`src/rtl/button_conditioner_pkg.sv`:
```
// button_conditioner_pkg: default timing constants and repeat-FSM states shared by the button conditioner.
package button_conditioner_pkg;
  localparam int DEF_DEBOUNCE_CYCLES = 40000;
  localparam int DEF_REPEAT_DELAY = 2000000;
  localparam int DEF_REPEAT_PERIOD = 500000;
  typedef enum logic [1:0] {IDLE, DELAY, REPEAT} rep_state_e;
endpackage

```
`src/rtl/button_conditioner_if.sv`:
```
// button_conditioner_if: raw pushbutton inputs and conditioned pulse/level outputs.
interface button_conditioner_if;
  logic btn_set;
  logic btn_up;
  logic btn_down;
  logic set;
  logic up;
  logic down;
  logic held;
  modport master(output btn_set, btn_up, btn_down, input set, up, down, held);
  modport slave(input btn_set, btn_up, btn_down, output set, up, down, held);
endinterface

```
`src/rtl/button_conditioner_debounce_channel.sv`:
```
// debounce_channel: two-flop synchronizer, debounce counter and rising-edge detect for one button.
module debounce_channel
  import button_conditioner_pkg::*;
#(
  parameter int DEBOUNCE_CYCLES = DEF_DEBOUNCE_CYCLES
) (
  input  logic clk,
  input  logic rst,
  input  logic din,
  output logic level,
  output logic rise
);
  localparam int CW = DEBOUNCE_CYCLES > 1 ? $clog2(DEBOUNCE_CYCLES) : 1;
  logic [1:0] sync_q;
  logic [CW-1:0] cnt_q, cnt_d;
  logic level_q, level_d, prev_q, diff, done;
  always_comb begin
    diff = sync_q[1] ^ level_q;
    done = diff && cnt_q == CW'(DEBOUNCE_CYCLES - 1);
    cnt_d = diff && !done ? cnt_q + 1'b1 : '0;
    level_d = level_q ^ done;
  end
  always_ff @(posedge clk) begin
    if (rst) begin
      sync_q <= '0;
      cnt_q <= '0;
      level_q <= 1'b0;
      prev_q <= 1'b0;
    end else begin
      sync_q <= {sync_q[0], din};
      cnt_q <= cnt_d;
      level_q <= level_d;
      prev_q <= level_q;
    end
  end
  assign level = level_q;
  assign rise = level_q & ~prev_q;
endmodule

```
`src/rtl/button_conditioner.sv`:
```
// button_conditioner: debounces SET/UP/DOWN and produces single SET pulses plus auto-repeating UP/DOWN pulses.
module button_conditioner
  import button_conditioner_pkg::*;
#(
  parameter int DEBOUNCE_CYCLES = DEF_DEBOUNCE_CYCLES,
  parameter int REPEAT_DELAY = DEF_REPEAT_DELAY,
  parameter int REPEAT_PERIOD = DEF_REPEAT_PERIOD
) (
  input logic clkBoard,
  input logic reset,
  button_conditioner_if.slave bus
);
  localparam int RMAX = REPEAT_DELAY > REPEAT_PERIOD ? REPEAT_DELAY : REPEAT_PERIOD;
  localparam int RW = $clog2(RMAX + 1);
  logic [2:0] btn, lvl, rise;
  logic [1:0] ud_lvl, ud_rise, pulse_d;
  rep_state_e st_q [2];
  rep_state_e st_d [2];
  logic [RW-1:0] cnt_q [2];
  logic [RW-1:0] cnt_d [2];
  logic conflict, set_d, set_q, held_d, held_q, up_q, down_q;
  assign btn = {bus.btn_down, bus.btn_up, bus.btn_set};
  for (genvar i = 0; i < 3; i++) begin : g_ch
    debounce_channel #(.DEBOUNCE_CYCLES(DEBOUNCE_CYCLES)) u_ch (
      .clk(clkBoard),
      .rst(reset),
      .din(btn[i]),
      .level(lvl[i]),
      .rise(rise[i])
    );
  end
  assign ud_lvl = lvl[2:1];
  assign ud_rise = rise[2:1];
  // Conflict parks both FSMs in IDLE; only a fresh rise can restart one afterwards.
  always_comb begin
    conflict = &ud_lvl;
    set_d = rise[0] & lvl[0];
    held_d = ud_lvl[0] ^ ud_lvl[1];
    for (int i = 0; i < 2; i++) begin
      st_d[i] = st_q[i];
      cnt_d[i] = cnt_q[i] + 1'b1;
      pulse_d[i] = 1'b0;
      if (conflict || !ud_lvl[i]) begin
        st_d[i] = IDLE;
        cnt_d[i] = '0;
      end else begin
        case (st_q[i])
          IDLE: begin
            cnt_d[i] = '0;
            if (ud_rise[i]) begin
              st_d[i] = DELAY;
              pulse_d[i] = 1'b1;
            end
          end
          DELAY: if (cnt_q[i] == RW'(REPEAT_DELAY - 1)) begin
            st_d[i] = REPEAT;
            cnt_d[i] = '0;
            pulse_d[i] = 1'b1;
          end
          default: if (cnt_q[i] == RW'(REPEAT_PERIOD - 1)) begin
            cnt_d[i] = '0;
            pulse_d[i] = 1'b1;
          end
        endcase
      end
    end
  end
  always_ff @(posedge clkBoard) begin
    if (reset) begin
      for (int i = 0; i < 2; i++) begin
        st_q[i] <= IDLE;
        cnt_q[i] <= '0;
      end
      set_q <= 1'b0;
      up_q <= 1'b0;
      down_q <= 1'b0;
      held_q <= 1'b0;
    end else begin
      for (int i = 0; i < 2; i++) begin
        st_q[i] <= st_d[i];
        cnt_q[i] <= cnt_d[i];
      end
      set_q <= set_d;
      up_q <= pulse_d[0] & ~pulse_d[1];
      down_q <= pulse_d[1] & ~pulse_d[0];
      held_q <= held_d;
    end
  end
  assign bus.set = set_q;
  assign bus.up = up_q;
  assign bus.down = down_q;
  assign bus.held = held_q;
endmodule

```
`src/flat_wrapper.sv`:
```
// flat-port wrapper written by rule: the top's interface ports become plain ports
module button_conditioner_flat import button_conditioner_pkg::*;
#(
  parameter int DEBOUNCE_CYCLES = DEF_DEBOUNCE_CYCLES,
  parameter int REPEAT_DELAY = DEF_REPEAT_DELAY,
  parameter int REPEAT_PERIOD = DEF_REPEAT_PERIOD
)
  (clkBoard, reset, bus_btn_set, bus_btn_up, bus_btn_down, bus_set, bus_up, bus_down, bus_held);
  button_conditioner_if bus_i ();
  input logic clkBoard;
  input logic reset;
  input wire logic [$bits(bus_i.btn_set)-1:0] bus_btn_set;
  input wire logic [$bits(bus_i.btn_up)-1:0] bus_btn_up;
  input wire logic [$bits(bus_i.btn_down)-1:0] bus_btn_down;
  output wire logic [$bits(bus_i.set)-1:0] bus_set;
  output wire logic [$bits(bus_i.up)-1:0] bus_up;
  output wire logic [$bits(bus_i.down)-1:0] bus_down;
  output wire logic [$bits(bus_i.held)-1:0] bus_held;
  assign bus_i.btn_set = bus_btn_set;
  assign bus_i.btn_up = bus_btn_up;
  assign bus_i.btn_down = bus_btn_down;
  assign bus_set = bus_i.set;
  assign bus_up = bus_i.up;
  assign bus_down = bus_i.down;
  assign bus_held = bus_i.held;
  button_conditioner #(.DEBOUNCE_CYCLES(DEBOUNCE_CYCLES), .REPEAT_DELAY(REPEAT_DELAY), .REPEAT_PERIOD(REPEAT_PERIOD)) u_core (.clkBoard(clkBoard), .reset(reset), .bus(bus_i));
endmodule
```
`config.mk`:
```
export PLATFORM = sky130hd
export DESIGN_NAME = button_conditioner_flat
export DESIGN_NICKNAME = d
export VERILOG_FILES = /design/src/rtl/button_conditioner_pkg.sv /design/src/rtl/button_conditioner_if.sv /design/src/rtl/button_conditioner_debounce_channel.sv /design/src/rtl/button_conditioner.sv /design/src/flat_wrapper.sv
export SDC_FILE = /design/constraint.sdc
export NUM_CORES = 1
export LEC_CHECK = 0
export CAP_MARGIN = 20
export CORE_MARGIN = 3
export CORE_UTILIZATION = 35
export DETAILED_ROUTE_END_ITERATION = 7
export GPL_TIMING_DRIVEN = 0
export PLACE_DENSITY = 0.61
export SYNTH_ARGS = -nofsm -noshare
export SYNTH_HDL_FRONTEND = slang
export SYNTH_SLANG_ARGS = --single-unit
```
`constraint.sdc`:
```
create_clock -name clkBoard -period 2.4 [get_ports clkBoard]
set_input_delay 0.36 -clock clkBoard [delete_from_list [all_inputs] [get_ports clkBoard]]
set_output_delay 0.36 -clock clkBoard [all_outputs]
set_load 0.02 [all_outputs]
```
==> results of run 1 <==
worst max-delay path: stages, from the launching register on:
cell and delay, ns:
dfxtp_1 0.38, ha_1 0.22, and4_1 0.31, nand4b_1 0.22, o31ai_1 0.46, a21o_2 0.23, buf_6 0.15, nor2_1 0.05
metal layers:
layer | GRT usage (%) | vias up | share of wire (%)
li1 | - | 1773 | -
met1 | 15.5 | 1562 | 50
met2 | 19.8 | 28 | 45
met3 | 3.45 | 15 | 2.7
met4 | 5.53 | 0 | 2.5
met5 | 0 | - | 0
layout by cell type (no fill, tap or decap), types with 6 or more instances in the layout:
master	n
and3_1	10
and4_1	6
clkbuf_16	9
clkdlybuf4s50_1	8
dfxtp_1	110
ha_1	7
inv_1	17
nand2_1	32
nand3_1	34
nand4_1	16
nor2_1	115
nor2b_1	8
nor3_1	12
nor4_1	7
xnor2_1	32
xor2_1	49
logic make-up (layout without fill, tap and decap cells):
logic type,Yosys count,after routing,share of synthesized area [%]
simple gates,272,272,29.0
mux,2,2,0.430
fa+ha+maj,7,7,1.88
flops,110,110,47.2
compound gates,20,20,2.87
buf+inv,29,52,3.33
xor+xnor,81,81,15.2
final cells by class:
cell class                 count  area share [%]
buffer                        12            1.73
clock buffer                  12            4.86
clock inverter                 3            1.28
inverter                      17            1.21
multi-input combinational    382            43.6
sequential                   110            41.7
tap                          172            4.08
timing repair buffer           8            1.52
sequential cells by signal, indices dropped and copies added (netlist names), named ones only:
| register | flops |
|---|---|
| u_core.bus.held | 1 |
| u_core.bus.down | 1 |
| u_core.bus.up | 1 |
| u_core.bus.set | 1 |
| u_core.g_ch.u_ch.prev_q | 3 |
| u_core.g_ch.u_ch.sync_q | 6 |
| u_core.st_q | 4 |
| u_core.cnt_q | 42 |
| u_core.g_ch.u_ch.cnt_q | 48 |
final timing paths:
kind                            cells after the start                        from                  end
worst max-delay path                                7         u_core.cnt_q[0][21]  u_core.cnt_q[0][39]
worst min-delay path                                1  u_core.g_ch[0].u_ch.prev_q       u_core.bus.set
worst max register to register                      7         u_core.cnt_q[0][21]  u_core.cnt_q[0][39]
worst min register to register                      1  u_core.g_ch[0].u_ch.prev_q       u_core.bus.set
stage by stage:
step	worst slack [ns]	utilization, %	std cells	area [µm²]
global placement	0.298	38.6	701	4960
detailed placement	0.285	38.6	701	4960
floorplan	0.598	-	521	4660
finish	0.275	41.2	716	5280
global route	0.0602	41.2	716	5280
CTS	0.277	41.2	716	5280
power breakdown:
group / switching, µW / internal [µW] / total (µW)
combinational: 15.1 / 14.7 / 29.8
sequential: 3.15 / 1830 / 1830
clock: 648 / 967 / 1610
total: 666 / 2810 / 3480
==> results.cfg, run 1 <==
[setup_path]
crit_required_ns = 2.65
crit_arrival_ns = 2.37
crit_type = reg2reg
path_max_fanout = 10
cp-end-kind = flip-flop
startpoint_type = flip-flop
ff2ff_setup_slack_ns = 0.27

[logic_synthesis]
synthFlopType = dfxtp_1
ys_async_sr_fraction_pct = 0
synthTopCellsByCount = 115 x nor2_1, 110 x dfxtp_1, 49 x xor2_1, 34 x nand3_1
syn_inst = 521
synth_cell_types = 41
yosysWarnings = 0
synth-edff-count = 0
synth_largest_area_cell = dfxtp_1
synthTopCellsByArea = dfxtp_1 47%, nor2_1 9.3%, xor2_1 9.2%
ys_ff_latch = 110
synth_top_area_share_pct = 47.2
synth_area_mm2 = 0.00466
synth_most_common_cell = nor2_1
synth.net_count = 533
post_synth.cell_area_avg_um2 = 8.95
seq_area_frac_synth_pct = 47.2

[route]
drtAntennaViolNets = 0
dr_total_vias = 3378
firstDrtPassIters = 4
drt_iter0_markers = 167
drc_errors = 0
wl_um = 8280
routedWlPerCell_um = 11.6
drt-vias-per-instance = 4.72

[sta]
setup-violations-final = 0
final_max_slew_viol_count = 0
rsz0062_at_grt = false
skew_ns = 0.00889
min_period_ns = 2.13
slew_headroom_pct = 44.3
fmax_mhz = 471
worst_pin_slew_ns = 0.829
period_share_pct = 88.6
hold_ws_ns = 0.380
finalHoldViolCount = 0
fin_setup_tns_ns = 0

[cells_and_area]
regArea_mm2 = 0.00220
drive_above_1_share_pct = 5.70
fin_nets = 552
area_growth_pct = 13.3
multi_input_area_mm2 = 0.00230
nFillCells = 1289
n_antenna_cell = 0

[clocking]
h-tree-depth = 3
ctsRootBufferMaster = clkbuf_16
clock_path_buffers = 2
ctsHoldBuffers = 0
post_cts_buffers = 0
insertion_delay_ns = 0.35
cts.sinks = 110
cts_tree = built
cts_resized = 0
path_clk_slew_ns = 0.07
cts_buffers = 9

[global_route]
grt_use_total_pct = 12.4
antenna_found_initial = 0
grt_pass1_vias = 3308
grt_max_degree = 17
grt.overflow.total = 0
grt_pass1_wl_um = 14800

[floorplan]
initial_utilization_pct = 36.3
die_w_um = 121
core-area_mm2 = 0.0128
dieHeight_um = 121
die_area_mm2 = 0.0147
io_pins = 9
rows = 41

[placement]
finalWeightedCongestion = 0.823
hpwl_um = 5850
io_buffers = 8

[hold_path]
hold_path_class = reg2reg

[power]
power_density_mw_per_mm2 = 659
p_total_uw = 3480
p_leak_uw = 0.00167
peakVddDrop_mv = 0.319

[flow_run]
max_cap_viol_count = 0

[status]
status = finished clean
No activity file was read; power rests on OpenSTA's default activity.
==> run 2: changes to the inputs <==
Settings changed: ABC_AREA from default to 1, SETUP_SLACK_MARGIN from default to 0.05.
==> run 2 against run 1 <==
Compared with the run above: synthesized area grew 14%; critical path depth increased by 4; clock power fell by 8%; clock skew fell by 0.0032 ns; final cell count grew 31%; fmax is 11% higher; power down 3.7%; design area grew 12%; register-to-register slack improved by 0.21 ns; die area grew 13%; non-clock buffer count is 2 lower; critical path type unchanged; critical endpoint is now u_core.cnt_q[0][38].
==> results.cfg, run 2 <==
[status]
status = finished clean

[placement]
finalWeightedCongestion = 0.790
io_buffers = 8
hpwl_um = 7090

[power]
p_leak_uw = 0.00198
power_density_mw_per_mm2 = 566
peakVddDrop_mv = 0.478

[logic_synthesis]
ys_async_sr_fraction_pct = 0
synth.net_count = 743
synth_most_common_cell = nor2_1
synth_cell_types = 33
yosysWarnings = 0
syn_inst = 731
ys_ff_latch = 110
synthTopCellsByArea = dfxtp_1 41%, nor2_1 10%, nand2_1 8.6%
synthTopCellsByCount = 147 x nor2_1, 122 x nand2_1, 110 x dfxtp_1, 94 x inv_1, 40 x nand3_1
synth_area_mm2 = 0.00531
seq_area_frac_synth_pct = 41.5
synth_top_area_share_pct = 41.5
synth-edff-count = 0
post_synth.cell_area_avg_um2 = 7.26
synth_largest_area_cell = dfxtp_1
synthFlopType = dfxtp_1

[flow_run]
max_cap_viol_count = 0

[global_route]
met1_usage_pct = 17.1
grt_use_total_pct = 12.6
grt_pass1_wl_um = 17300
grt.overflow.total = 0
use_met2_pct = 19.5
busiest_layer = met2
grt_pass1_vias = 3926
grtUsageMet3_pct = 3.96
antenna_found_initial = 0
grt_max_degree = 18

[setup_path]
crit_chain = ha_1 -> nand2_2 -> inv_2 -> nand2_2 -> nor2_1 -> nand3_1 -> nand2_1 -> nand2_2 -> nand2_4 -> buf_12 -> nor3_2
crit_required_ns = 2.63
worstReg2RegEnd = u_core.cnt_q[0][38]
startpoint_type = flip-flop
slowest_stage = dfxtp_1
ff2ff_setup_slack_ns = 0.49
crit_type = reg2reg
r2r_start = u_core.cnt_q[0][21]
path_max_fanout = 10
crit_family = simple AND/OR/NAND/NOR gates
max_stage_delay_ns = 0.51
crit_buf_inv = 2
r2r_cells = 11
crit_arrival_ns = 2.14
critPathMostFrequentCell = nand2_2
cp-end-kind = flip-flop

[cells_and_area]
n_antenna_cell = 0
area_growth_pct = 11.4
layout_commonest_cell = nor2_1
reg.largest.list = u_core.g_ch.u_ch.cnt_q x48, u_core.cnt_q x42, u_core.g_ch.u_ch.sync_q x6
nFillCells = 1511
largest_reg_flops = 48
regMostFlops = u_core.g_ch.u_ch.cnt_q
fin_nets = 762
drive_above_1_share_pct = 10.9
most-common-layout-cells = 147 x nor2_1, 122 x nand2_1, 110 x dfxtp_1

[route]
drt-vias-per-instance = 4.50
dr_total_vias = 4222
drt_iter0_markers = 253
drc_errors = 0
firstDrtPassIters = 4
wl_um = 9580
drtAntennaViolNets = 0
routedWlPerCell_um = 10.2

[clocking]
cts_tree = built
path_clk_slew_ns = 0.07
ctsHoldBuffers = 0
cts.sinks = 110
cts_buffers = 9
clock_path_buffers = 2
cts_resized = 0
h-tree-depth = 3
post_cts_buffers = 0
insertion_delay_ns = 0.35
ctsRootBufferMaster = clkbuf_16

[floorplan]
io_pins = 9
dieHeight_um = 129
die_area_mm2 = 0.0167
initial_utilization_pct = 36.1
rows = 44
die_w_um = 129
core-area_mm2 = 0.0147

[sta]
worst_pin_slew_ns = 0.463
final_max_slew_viol_count = 0
fin_setup_tns_ns = 0
fmax_mhz = 523
slew_headroom_pct = 68.9
finalHoldViolCount = 0
setup-violations-final = 0
skew_ns = 0.00568
hold_ws_ns = 0.399
period_share_pct = 79.6
min_period_ns = 1.91
rsz0062_at_grt = false

[hold_path]
hold_path_class = reg2reg
holdPathEnd = u_core.bus.set
whs_path_depth = 1
hold_path.startpoint = u_core.g_ch[0].u_ch.prev_q
## run 2: metal layers
layer,wire length (µm),part of all wire (%)
met1,5140,54
met5,0,0
met4,99,1.0
met2,4020,42
met3,316,3.3
## run 2: cell type report
type / instances / area (µm²) / share of cell area [%]
buffer: 10 / 93.8 / 1.59
tap: 184 / 230 / 3.89
timing repair buffer: 8 / 80.1 / 1.35
multi-input combinational: 513 / 2640 / 44.7
inverter: 98 / 368 / 6.22
clock buffer: 10 / 239 / 4.04
clock inverter: 5 / 57.6 / 0.973
sequential: 110 / 2200 / 37.2
## run 2: how the worst max path moves through the flow
stage | start | to | slack, ns | depth (start not counted)
after floorplan | u_core.cnt_q[0][21] | u_core.cnt_q[0][38] | 0.76 | 11
after global placement | reset | u_core.g_ch[2].u_ch.cnt_q[12] | 0.36 | 7
after detailed placement | reset | u_core.g_ch[2].u_ch.cnt_q[12] | 0.39 | 7
after CTS | u_core.cnt_q[0][21] | u_core.cnt_q[0][38] | 0.45 | 11
after global routing | u_core.cnt_q[0][21] | u_core.cnt_q[0][29] | 0.27 | 11
final | u_core.cnt_q[0][21] | u_core.cnt_q[0][38] | 0.49 | 11
## run 2: per-stage QoR
stage	cells	power, µW	setup WS (ns)	instance area (µm²)	utilization [%]
after floorplan	731	1890	0.764	5310	-
after global placement	923	1910	0.364	5620	38.2
after detailed placement	923	1910	0.388	5620	38.2
after CTS	938	3420	0.449	5910	40.2
after global routing	938	3480	0.271	5910	40.2
final	938	3350	0.489	5910	40.2
## run 2: logic make-up (layout without fill, tap and decap cells)
family / after synthesis / count (layout) / share of synthesized area [%]
AND/OR/NAND/NOR: 422 / 422 / 37.2
flip-flops: 110 / 110 / 41.5
buffers and inverters: 108 / 131 / 8.70
AO/OA/AOI/OAI: 46 / 46 / 4.64
XOR/XNOR: 38 / 38 / 6.27
adder cells (fa/ha/maj): 7 / 7 / 1.65
## run 2: worst register-to-register path, delay by kind of cell, from the launching register on
kind                       cells  cell delay (ns)
and+or+nand+nor                8             0.73
DFF                            1             0.51
adders and majority gates      1             0.33
buffers and inverters          2             0.23
## run 2: power by group
| part | total [µW] | switching [µW] | internal (µW) |
|---|---|---|---|
| Clock | 1480 | 651 | 834 |
| Combinational | 31.1 | 18.1 | 13.0 |
| Sequential | 1830 | 2.66 | 1830 |
| Total | 3350 | 672 | 2680 |
